[src/rtl/bit_fifo.sv]
// Single-bit FIFO for reference bits; pop may remove up to two entries per cycle.
module bit_fifo #(
  parameter int DEPTH = 64,
  localparam int AW = $clog2(DEPTH),
  localparam int CW = AW + 1
) (
  input  logic          clk,
  input  logic          rst,
  input  logic          push,
  input  logic          din,
  input  logic [1:0]    pop,
  output logic          dout,
  output logic          dout_nxt,
  output logic          full,
  output logic          empty,
  output logic [CW-1:0] count
);

  logic [DEPTH-1:0] mem;
  logic [AW-1:0]    rd_ptr;
  logic [AW-1:0]    wr_ptr;
  logic [AW-1:0]    rd_nxt;

  assign rd_nxt   = rd_ptr + 1'b1;
  assign dout     = mem[rd_ptr];
  assign dout_nxt = mem[rd_nxt];
  assign full     = (count == CW'(DEPTH));
  assign empty    = (count == '0);

  always_ff @(posedge clk) begin
    if (push) begin
      mem[wr_ptr] <= din;
    end
  end

  always_ff @(posedge clk) begin
    if (rst) begin
      rd_ptr <= '0;
      wr_ptr <= '0;
      count  <= '0;
    end else begin
      if (push) begin
        wr_ptr <= wr_ptr + 1'b1;
      end
      rd_ptr <= rd_ptr + AW'(pop);
      count  <= count + CW'(push) - CW'(pop);
    end
  end

endmodule

[config.mk]
export PLATFORM = sky130hd
export DESIGN_NAME = bit_fifo
export DESIGN_NICKNAME = d
export VERILOG_FILES = /design/src/rtl/bit_fifo.sv
export SDC_FILE = /design/constraint.sdc
export NUM_CORES = 1
export LEC_CHECK = 0
export BUFFER_PORTS_ARGS = -buffer_cell sky130_fd_sc_hd__buf_2
export CAP_MARGIN = 10
export CORE_MARGIN = 2
export CORE_UTILIZATION = 30
export DETAILED_ROUTE_END_ITERATION = 6
export GPL_TIMING_DRIVEN = 0
export REMOVE_ABC_BUFFERS = 1
export SYNTH_ARGS = -nofsm -noshare
export SYNTH_HDL_FRONTEND = slang
export SYNTH_SLANG_ARGS = --single-unit
[constraint.sdc]
create_clock -name clk -period 2.05 [get_ports clk]
set_input_delay 0 -clock clk [delete_from_list [all_inputs] [get_ports clk]]
set_output_delay 0 -clock clk [all_outputs]
set_load 0.01 [all_outputs]
==> results of run 1 <==
[worst max-delay path, delay by kind of cell (launching register included)]
kind | cells | cell delay, ns
AOI/OAI and AO/OA | 3 | 0.37
buffers and inverters | 1 | 0.12
DFF | 1 | 0.37
and+or+nand+nor | 1 | 0.39
muxes | 1 | 0.50
adders and majority gates | 1 | 0.32
[per-layer routing]
metal | vias to the layer above | track usage, % | part of all wire (%)
li1 | 1571 | - | -
met5 | - | 0 | 0
met1 | 1591 | 19.5 | 46
met2 | 58 | 23.1 | 48
met4 | 0 | 5.50 | 2.5
met3 | 18 | 3.24 | 3.7
[cells in the mapped netlist, types with 9 or more instances]
cell      instances
a21oi_1          12
nand3_1          21
dfxtp_1          19
nor2b_1          12
clkbuf_1         13
nand2_1          53
nor3_1            9
inv_1            15
mux4_2           26
edfxtp_1         64
ha_1             14
nor2_1           71
[metrics by stage]
step           hold slack (ns)  power (mW)  setup TNS (ns)  utilization [%]  instances
2_1_floorplan           0.0667        2.89           -1.84                -        396
3_3_place_gp             0.356        3.21           -5.11             31.9        600
3_5_place_dp             0.379        3.25           -2.15             31.9        600
4_1_cts                 0.0474        5.14          -0.699             35.3        631
5_1_grt                 0.0751        5.52          -0.911             36.3        640
6_report                0.0713        5.25          -0.516             36.3        640
[sequential cells by signal, indices dropped and copies added, names as in the netlist]
name,flops
count,7
rd_ptr,6
wr_ptr,6
mem,64
[path summary, 6_finish.rpt]
| path | end | depth (start not counted) |
|---|---|---|
| min | wr_ptr[4] | 2 |
| min reg2reg | count[6] | 3 |
| max | dout_nxt | 7 |
| max reg2reg | rd_ptr[4] | 7 |
[power by group through the flow]
stage               logic, mW  clock network [mW]  registers (mW)
floorplan               0.830                   0            2.06
global placement         1.14                   0            2.07
detailed placement       1.17                   0            2.08
CTS                      1.41                1.73            1.99
global route             1.71                1.82            1.99
finish                   1.57                1.71            1.98
[cell type report]
class	count	area (um^2)
fillers	1490	9680
flip-flops and latches	83	2320
multi-input cells	298	2270
repair buffers	40	327
well taps	188	235
clock buffers	11	233
clock inverters	5	77.6
inverters	15	56.3
[timing repair]
action                                  CTS  global route
endpoints found under the hold margin     0             0
hold buffers                              0             0
pin swaps                                 9             8
setup buffers                            15             9
endpoints found under the setup margin    8             6
resized for setup                        23            14
[cell families (layout without fill, tap and decap cells)]
logic type | after synthesis | after routing | share of synthesized area [%]
buffers and inverters | 44 | 71 | 4.41
XOR/XNOR | 14 | 14 | 3.42
AND/OR/NAND/NOR | 201 | 201 | 20.0
flip-flops | 83 | 83 | 49.2
AO/OA/AOI/OAI | 39 | 39 | 5.43
multiplexers | 28 | 28 | 12.9
adder cells (fa/ha/maj) | 16 | 16 | 4.60
==> impl_results.md, run 1 <==
- Fin crit share: 117%
- FF-to-FF Start: rd_ptr[0]
- I/O pins: 17
- Die width: around 130 um
- Max clock buf depth: 2
- Post-route cell area: around 5500 um^2
- Tot GR Track Use: between 10 and 15%
- # port buffers: 16
- Max Cap Viol: 0
- Core area: ~15000 um^2
- Synthesized area: 4680 um^2
- Int Power: roughly 3.7 mW
- RSZ-0062 raised after global routing: true
- Crit path capture type: output port
- Place WS: -1.21 ns
- Max incr delay on CP: 0.50 ns
- First-pass DRT Iterations: 4
- Layout Skew: 0.00916 ns
- Number of setup violations in the final report: 3
- Synth Instances: between 400 and 500
- Top post-synthesis cells by area: edfxtp_1, mux4_2, dfxtp_1, nor2_1, nand2_1
- Failing checks: setup timing
- Clock slew at reported path FFs: ~0.060 ns
- Initial antenna violation count: 0
- Flop pwr share: 37.7%
- Net switching power: between 1.5 and 2 mW
- Fin worst setup slack: -0.350 ns
- Residual DRC: 0
- R2r setup slk: -0.01 ns
- Avg WL per Cell: 17.6 um
- Die Ht: 129 um
- Row count: 45
- H-tree Lvls: 3
- Starting Density: a little over 30%
- CP Launch Type: flop
- Vias in the first global route: 3277
- Final net count: 469
- Achievable Freq: 417 MHz
- Die Area: 16600 um^2
- Clk sinks: 83
- CTS tree: done
- Worst path slowest cell: mux4_2
- Tightest Pin Transition: 1.02 ns
- Placed Area: 4850 um^2
- Primary FF master, synth: edfxtp_1
- Routed wire length: 11.3 mm
- Area grow syn2layout: 18.0%
- Total grt overflow: 0
- Async set or reset register ratio after synthesis: 0%
- Largest net degree at the start of global routing: 65
- Worst EP arrival: 2.40 ns
- Worst hold path type: input pin to flop
- Distinct cells, synth: 47
- Comb power frac: roughly 30%
- Outcome: finished, violations left
- Yosys warning total: 0
- Launch point of the worst path: rd_ptr[0]
- Post-route ant nets: 0
- Final-report hold violation count: 0
- Slew margin rel.: approximately a third
- TritonCTS buffer count: 9
- Seq cells post-synth: 83
- Post-DR vias/cell: 5.06
- Crit-path cells: ha_4 -> mux4_2 -> or3b_4 -> o31ai_4 -> a2111oi_2 -> a31o_1 -> buf_6
- Max Slew Vio Count: 0
- Layout cells sized above 1: 25.0%
- Seq/Total Area, Yosys: 49.2%
- PD cells: 951 nW/um^2
- Most frequent cells in the layout: nor2_1, edfxtp_1, nand2_1
- Worst-skew pair later-pin latency: ~0.34 ns
- HP Start: rst
- Crit Path Max Fanout: 3
- Root Buffer: clkbuf_16
- Peak VDD IR: 0.316 mV
- Commonest non-fill, non-tap cell in the layout: nor2_1
- Ant diodes: 0
- RD Place Congestion: 0.803
- Post-synth top area share: 41.1%
- WP data required: 2.05 ns
- Drt first-iter violations: 347
- Count of flip-flops with a built-in enable after synthesis: between 60 and 70
- Crit Path Class: flop to output port
- Via count: 3238
- Mapped Avg Cell Area: 11.0 um^2
- Post-synth top area cell: edfxtp_1
- Sw Share: 29.5%
- First-pass GRT wire length: 18.2 mm
- Fin crit period: between 2 and 2.5 ns
- Lkg Pwr: ~1.9 nW
- Hpwl dp: slightly above 7 mm
- Clock power frac: between 30% and 40%
No activity file was read; power rests on OpenSTA's default activity.
==> run 2, diff against run 1 <==
PLACE_DENSITY = 0.52   (was default)
==> impl_results.md, run 2 (synthesis results as in run 1) <==
- CP Launch Type: flop
- Place WS: -1.33 ns (-0.118 ns)
- Largest net degree at the start of global routing: 65 (unchanged)
- Crit-path cells: ha_4 -> mux4_2 -> or3b_4 -> o31ai_4 -> a2111oi_2 -> a31o_1 -> buf_2
- Core area: 15200 um^2 (unchanged)
- Tot Pwr: 5.29 mW (+0.63%)
- Most frequent cells in the layout: nor2_1, edfxtp_1, nand2_1
- Residual DRC: 0 (unchanged)
- Die width: 129 um (unchanged)
- I/O pins: 17 (unchanged)
- Area grow syn2layout: 19.4%
- Placed cell count: 600 (unchanged)
- Vias in the first global route: 3294 (+0.52%)
- Number of flip-flops in the largest register: 64 (unchanged)
- Slew margin rel.: 35.0% (+2.7 points)
- Clk sinks: 83 (unchanged)
- Crit path capture type: output port
- Die Ht: 129 um (unchanged)
- WP data required: 2.05 ns (about the same)
- Setup TNS: -0.503 ns (+0.0134 ns)
- PD cells: 946 nW/um^2 (-0.59%)
- Commonest non-fill, non-tap cell in the layout: nor2_1
- Bufs and invs on worst path: 1 (unchanged)
- Via count: 3311 (+2.3%)
- Post-route ant nets: 0 (unchanged)
- Row count: 45 (unchanged)
- Tot GR Track Use: 15.3% (+0.81 points)
- Reg with most FFs: mem
- Failing checks: setup timing
- Biggest regs: mem (64), count (7)
- H-tree Lvls: 3 (unchanged)
- Ant diodes: 0 (unchanged)
- Non-Filler Instances: 642 (+0.31%)
- Fin crit period: 2.41 ns (+0.00473 ns)
- Achievable Freq: 416 MHz (-0.20%)
- RD Place Congestion: 0.790 (-1.6%)
- Drt first-iter violations: 346 (-0.29%)
- CTS tree: done
- Max Slew Vio Count: 0 (unchanged)
- Max Cap Viol: 0 (unchanged)
- Tightest Pin Transition: 0.975 ns (-0.0407 ns)
- Starting Density: 30.8% (unchanged)
- First-pass GRT wire length: 19.0 mm (+4.4%)
- Post-DR vias/cell: 5.16 (+1.9%)
- Fin crit share: 117% (+0.23 points)
- Number of setup violations in the final report: 2 (-1)
- Worst hold path type: input pin to flop
- Worst path slowest cell: mux4_2
- Initial antenna violation count: 0 (unchanged)
- Layout cells sized above 1: 27.3% (+2.3 points)
- Total grt overflow: 0 (unchanged)
- Max clock buf depth: 2 (unchanged)
- Root Buffer: clkbuf_16
- RSZ-0062 raised after global routing: true
- Final-report hold violation count: 0 (unchanged)
- Crit-path leading delay family: multiplexers
- Avg WL per Cell: 18.7 um (+5.8%)
- Layout Skew: 0.00675 ns (-0.00241 ns)
- TritonCTS buffer count: 9 (unchanged)
- Routed wire length: 12.0 mm (+6.2%)
- Worst-skew pair later-pin latency: 0.33 ns (about the same)
- # hold bufs at CTS: 0 (unchanged)
- Peak VDD IR: 0.427 mV (+35%)
- Clock slew at reported path FFs: 0.06 ns (about the same)
- # fillers: 1508 (+1.2%)
- First-pass DRT Iterations: 5 (+1)
- Hpwl dp: 7.37 mm (+3.6%)
- Final net count: 472 (+0.64%)
- Fin worst setup slack: -0.355 ns (-0.00473 ns)
- Crit Path Max Fanout: 3 (unchanged)
- Max incr delay on CP: 0.51 ns (about the same)
- Die Area: 16600 um^2 (unchanged)
- Crit Path Class: flop to output port
- Final core utilization: 36.8% (+0.44 points)
- Lkg Pwr: 1.91 nW (+1.1%)
- # port buffers: 16 (unchanged)
- Worst EP arrival: 2.41 ns (about the same)
- Outcome: finished, violations left
run 2: cell count changes in the layout (fill, tap and decap cells not counted), sizes merged:
| cell | change |
|---|---|
| clkinv | -1 |
| clkbuf | +2 |
| buf | +3 |
| clkinvlp | -1 |
| bufinv | -1 |
run 2: where the power goes:
group          total (mW)  internal (mW)  switching (mW)
clock network        1.66           1.04           0.623
registers            1.98           1.89          0.0945
logic                1.64          0.783           0.861
run 2: repair_timing:
item | 4_1_cts | 5_1_grt
gates resized for setup | 40 | 14
pin swaps | 13 | 13
setup buffers | 23 | 5
endpoints found under the setup margin | 8 | 9
run 2: final timing paths:
path,endpoint,startpoint,slack [ns],cells past startpoint
min,rd_ptr[0],pop[0],0.07,3
max reg2reg,count[6],count[0],0.01,12
min reg2reg,count[6],count[5],0.64,3
max,dout_nxt,rd_ptr[0],-0.36,7
run 2: cell type report:
cell class / count / area [um^2] / share of cell area (%)
Clock inverter: 2 / 35.0 / 0.627
Timing Repair Buffer: 43 / 358 / 6.40
Multi-Input combinational cell: 298 / 2310 / 41.4
Sequential cell: 83 / 2320 / 41.5
Clock buffer: 13 / 270 / 4.84
Tap cell: 188 / 235 / 4.21
Inverter: 15 / 56.3 / 1.01
run 2: worst register-to-register path: stages (launching register included):
cell and delay [ns]:
dfxtp_2 0.33, inv_2 0.05, ha_4 0.23, inv_2 0.06
ha_4 0.12, inv_2 0.03, fa_2 0.33, nand2b_4 0.16
a21oi_4 0.16, o21ai_2 0.08, a21oi_2 0.17, or3_1 0.14
a21oi_2 0.05
run 2: stage by stage:
stage | instance area [um^2] | hold slack (ns)
after floorplan | 4530 | 0.0667
after global placement | 4840 | 0.360
after detailed placement | 4850 | 0.364
after CTS | 5510 | 0.0316
after global routing | 5590 | 0.0967
final | 5590 | 0.0737
run 2: per-layer routing:
metal,share of wire [%],vias up,global-route usage [%]
li1,-,1583,-
met1,47,1639,21.6
met2,48,79,24.0
met3,3.9,10,2.99
met4,1.3,0,4.67
met5,0,-,0
==> run 3, diff against run 2 <==
SKIP_LAST_GASP = 1   (was default)
==> impl_results.md, run 3 (synthesis results as in run 1) <==
- Ant diodes: 0 (unchanged)
- WL met3: 431 um (-8.3%)
- # port buffers: 16 (unchanged)
- Die Ht: 129 um (unchanged)
- First-pass DRT Iterations: 6 (+1)
- Core area: 15200 um^2 (unchanged)
- Vias in the first global route: 3294 (unchanged)
- Worst-skew pair later-pin latency: 0.34 ns (about the same)
- # hold bufs at CTS: 0 (unchanged)
- Root Buffer: clkbuf_16
- Commonest non-fill, non-tap cell in the layout: nor2_1
- Lkg Pwr: 1.90 nW (-0.28%)
- Crit Path Max Fanout: 3 (unchanged)
- Max incr delay on CP: 0.50 ns (about the same)
- Bufs and invs on worst path: 1 (unchanged)
- Crit path capture type: output port
- RD Place Congestion: 0.790 (unchanged)
- Crit-path cells: ha_4 -> mux4_2 -> or3b_4 -> o31ai_4 -> a2111oi_2 -> a31o_1 -> buf_2
- Place WS: -1.33 ns (unchanged)
- H-tree Lvls: 3 (unchanged)
- CTS tree: done
- Avg WL per Cell: 18.7 um (+0.26%)
- Number of setup violations in the final report: 3 (+1)
- PD cells: 950 nW/um^2 (+0.41%)
- RSZ-0062 raised after global routing: true
- Via count: 3307 (-0.12%)
- Post-DR vias/cell: 5.15 (-0.12%)
- Max clock buf depth: 2 (unchanged)
- Layout cells sized above 1: 26.7% (-0.66 points)
- Max Cap Viol: 0 (unchanged)
- Hpwl dp: 7.37 mm (unchanged)
- Total grt overflow: 0 (unchanged)
- Crit Path Class: flop to output port
- Area grow syn2layout: 18.7%
- Worst EP arrival: 2.40 ns (about the same)
- Final-report hold violation count: 0 (unchanged)
- TritonCTS buffer count: 9 (unchanged)
- Max Used Layer: met4
- Tot GR Track Use: 15.3% (unchanged)
- Slew margin rel.: 34.6% (-0.40 points)
- Peak VDD IR: 0.431 mV (+0.99%)
- Crit-path leading delay family: multiplexers
- Final net count: 472 (unchanged)
- Fin crit period: 2.40 ns (-0.00309 ns)
- Residual DRC: 0 (unchanged)
- Routed wire length: 12.0 mm (+0.26%)
- Wl on met1: 5.65 mm (+1.3%)
- Most frequent cells in the layout: nor2_1, edfxtp_1, nand2_1
- WP data required: 2.05 ns (about the same)
- Row count: 45 (unchanged)
- Largest net degree at the start of global routing: 65 (unchanged)
- Clk sinks: 83 (unchanged)
- Post-route ant nets: 0 (unchanged)
- Die Area: 16600 um^2 (unchanged)
- Worst hold path type: input pin to flop
- Met2 WL: 5.81 mm (+0.57%)
- Die width: 129 um (unchanged)
- Starting Density: 30.8% (unchanged)
- Reg with most FFs: mem
- Layout Skew: 0.00652 ns (-0.000233 ns)
- I/O pins: 17 (unchanged)
- Worst path slowest cell: mux4_2
- Max Slew Vio Count: 0 (unchanged)
- Outcome: finished, violations left
- Tightest Pin Transition: 0.981 ns (+0.00605 ns)
- First-pass GRT wire length: 19.0 mm (unchanged)
- Clock slew at reported path FFs: 0.06 ns (about the same)
- Hold slack: 0.0447 ns (-0.0291 ns)
- Drt first-iter violations: 325 (-6.1%)
- # fillers: 1514 (+0.40%)
- CP Launch Type: flop
- Fin worst setup slack: -0.352 ns (+0.00309 ns)
- Achievable Freq: 416 MHz (+0.13%)
- Failing checks: setup timing
- Initial antenna violation count: 0 (unchanged)
- Number of flip-flops in the largest register: 64 (unchanged)
- Fin crit share: 117% (-0.15 points)
- Biggest regs: mem (64), count (7)
==> run 3: cell counts in the layout (fill, tap and decap cells not counted) <==
Identical to the previous run, type by type.
==> run 3: cell type report <==
class / instances / area (um^2) / share of cell area (%)
clock buffer: 13 / 270 / 4.87
clock inverter: 2 / 35.0 / 0.631
inverter: 15 / 56.3 / 1.01
multi-input combinational: 298 / 2290 / 41.3
sequential: 83 / 2320 / 41.8
tap: 188 / 235 / 4.24
timing repair buffer: 43 / 342 / 6.15
==> run 3: worst register-to-register path: stages, from the launching register on <==
cell	delay, ns
dfxtp_4	0.38
buf_4	0.14
buf_6	0.16
buf_12	0.18
ha_1	0.19
inv_1	0.06
fa_1	0.41
or3_1	0.38
a21oi_1	0.14
==> run 3: power breakdown <==
group	leakage, nW	internal (mW)	switching [mW]	total, mW
registers	0.736	1.89	0.0943	1.98
logic	1.01	0.773	0.855	1.63
clock network	0.152	1.03	0.626	1.66
total	1.90	3.70	1.58	5.27
==> run 3: layer usage <==
layer	vias to the layer above	track usage, %
li1	1582	-
met3	7	2.99
met2	74	24.0
met5	-	0
met1	1644	21.6
met4	0	4.67
==> run 3: per-stage QoR <==
stage	std cells	cell area (um^2)	util, %	power (mW)	setup TNS, ns
2_1_floorplan	396	4530	-	2.89	-1.84
3_3_place_gp	600	4840	31.9	3.24	-6.08
3_5_place_dp	600	4850	31.9	3.26	-2.39
4_1_cts	638	5500	36.2	5.24	-0.648
5_1_grt	642	5550	36.5	5.54	-0.921
6_report	642	5550	36.5	5.27	-0.560
==> run 3: final timing paths <==
check | depth (start not counted) | endpoint | slack [ns] | start
setup / recovery | 7 | dout_nxt | -0.35 | rd_ptr[0]
hold / removal | 3 | rd_ptr[0] | 0.04 | pop[0]
setup reg to reg | 8 | rd_ptr[4] | -0.06 | rd_ptr[0]
hold reg to reg | 3 | count[6] | 0.64 | count[5]
==> run 3: what timing repair did <==
item | 4_1_cts | 5_1_grt
gates cloned | 0 | 0
gates resized for setup | 36 | 11
endpoints found under the setup margin | 8 | 9
setup buffers | 23 | 5
pin swaps | 13 | 13
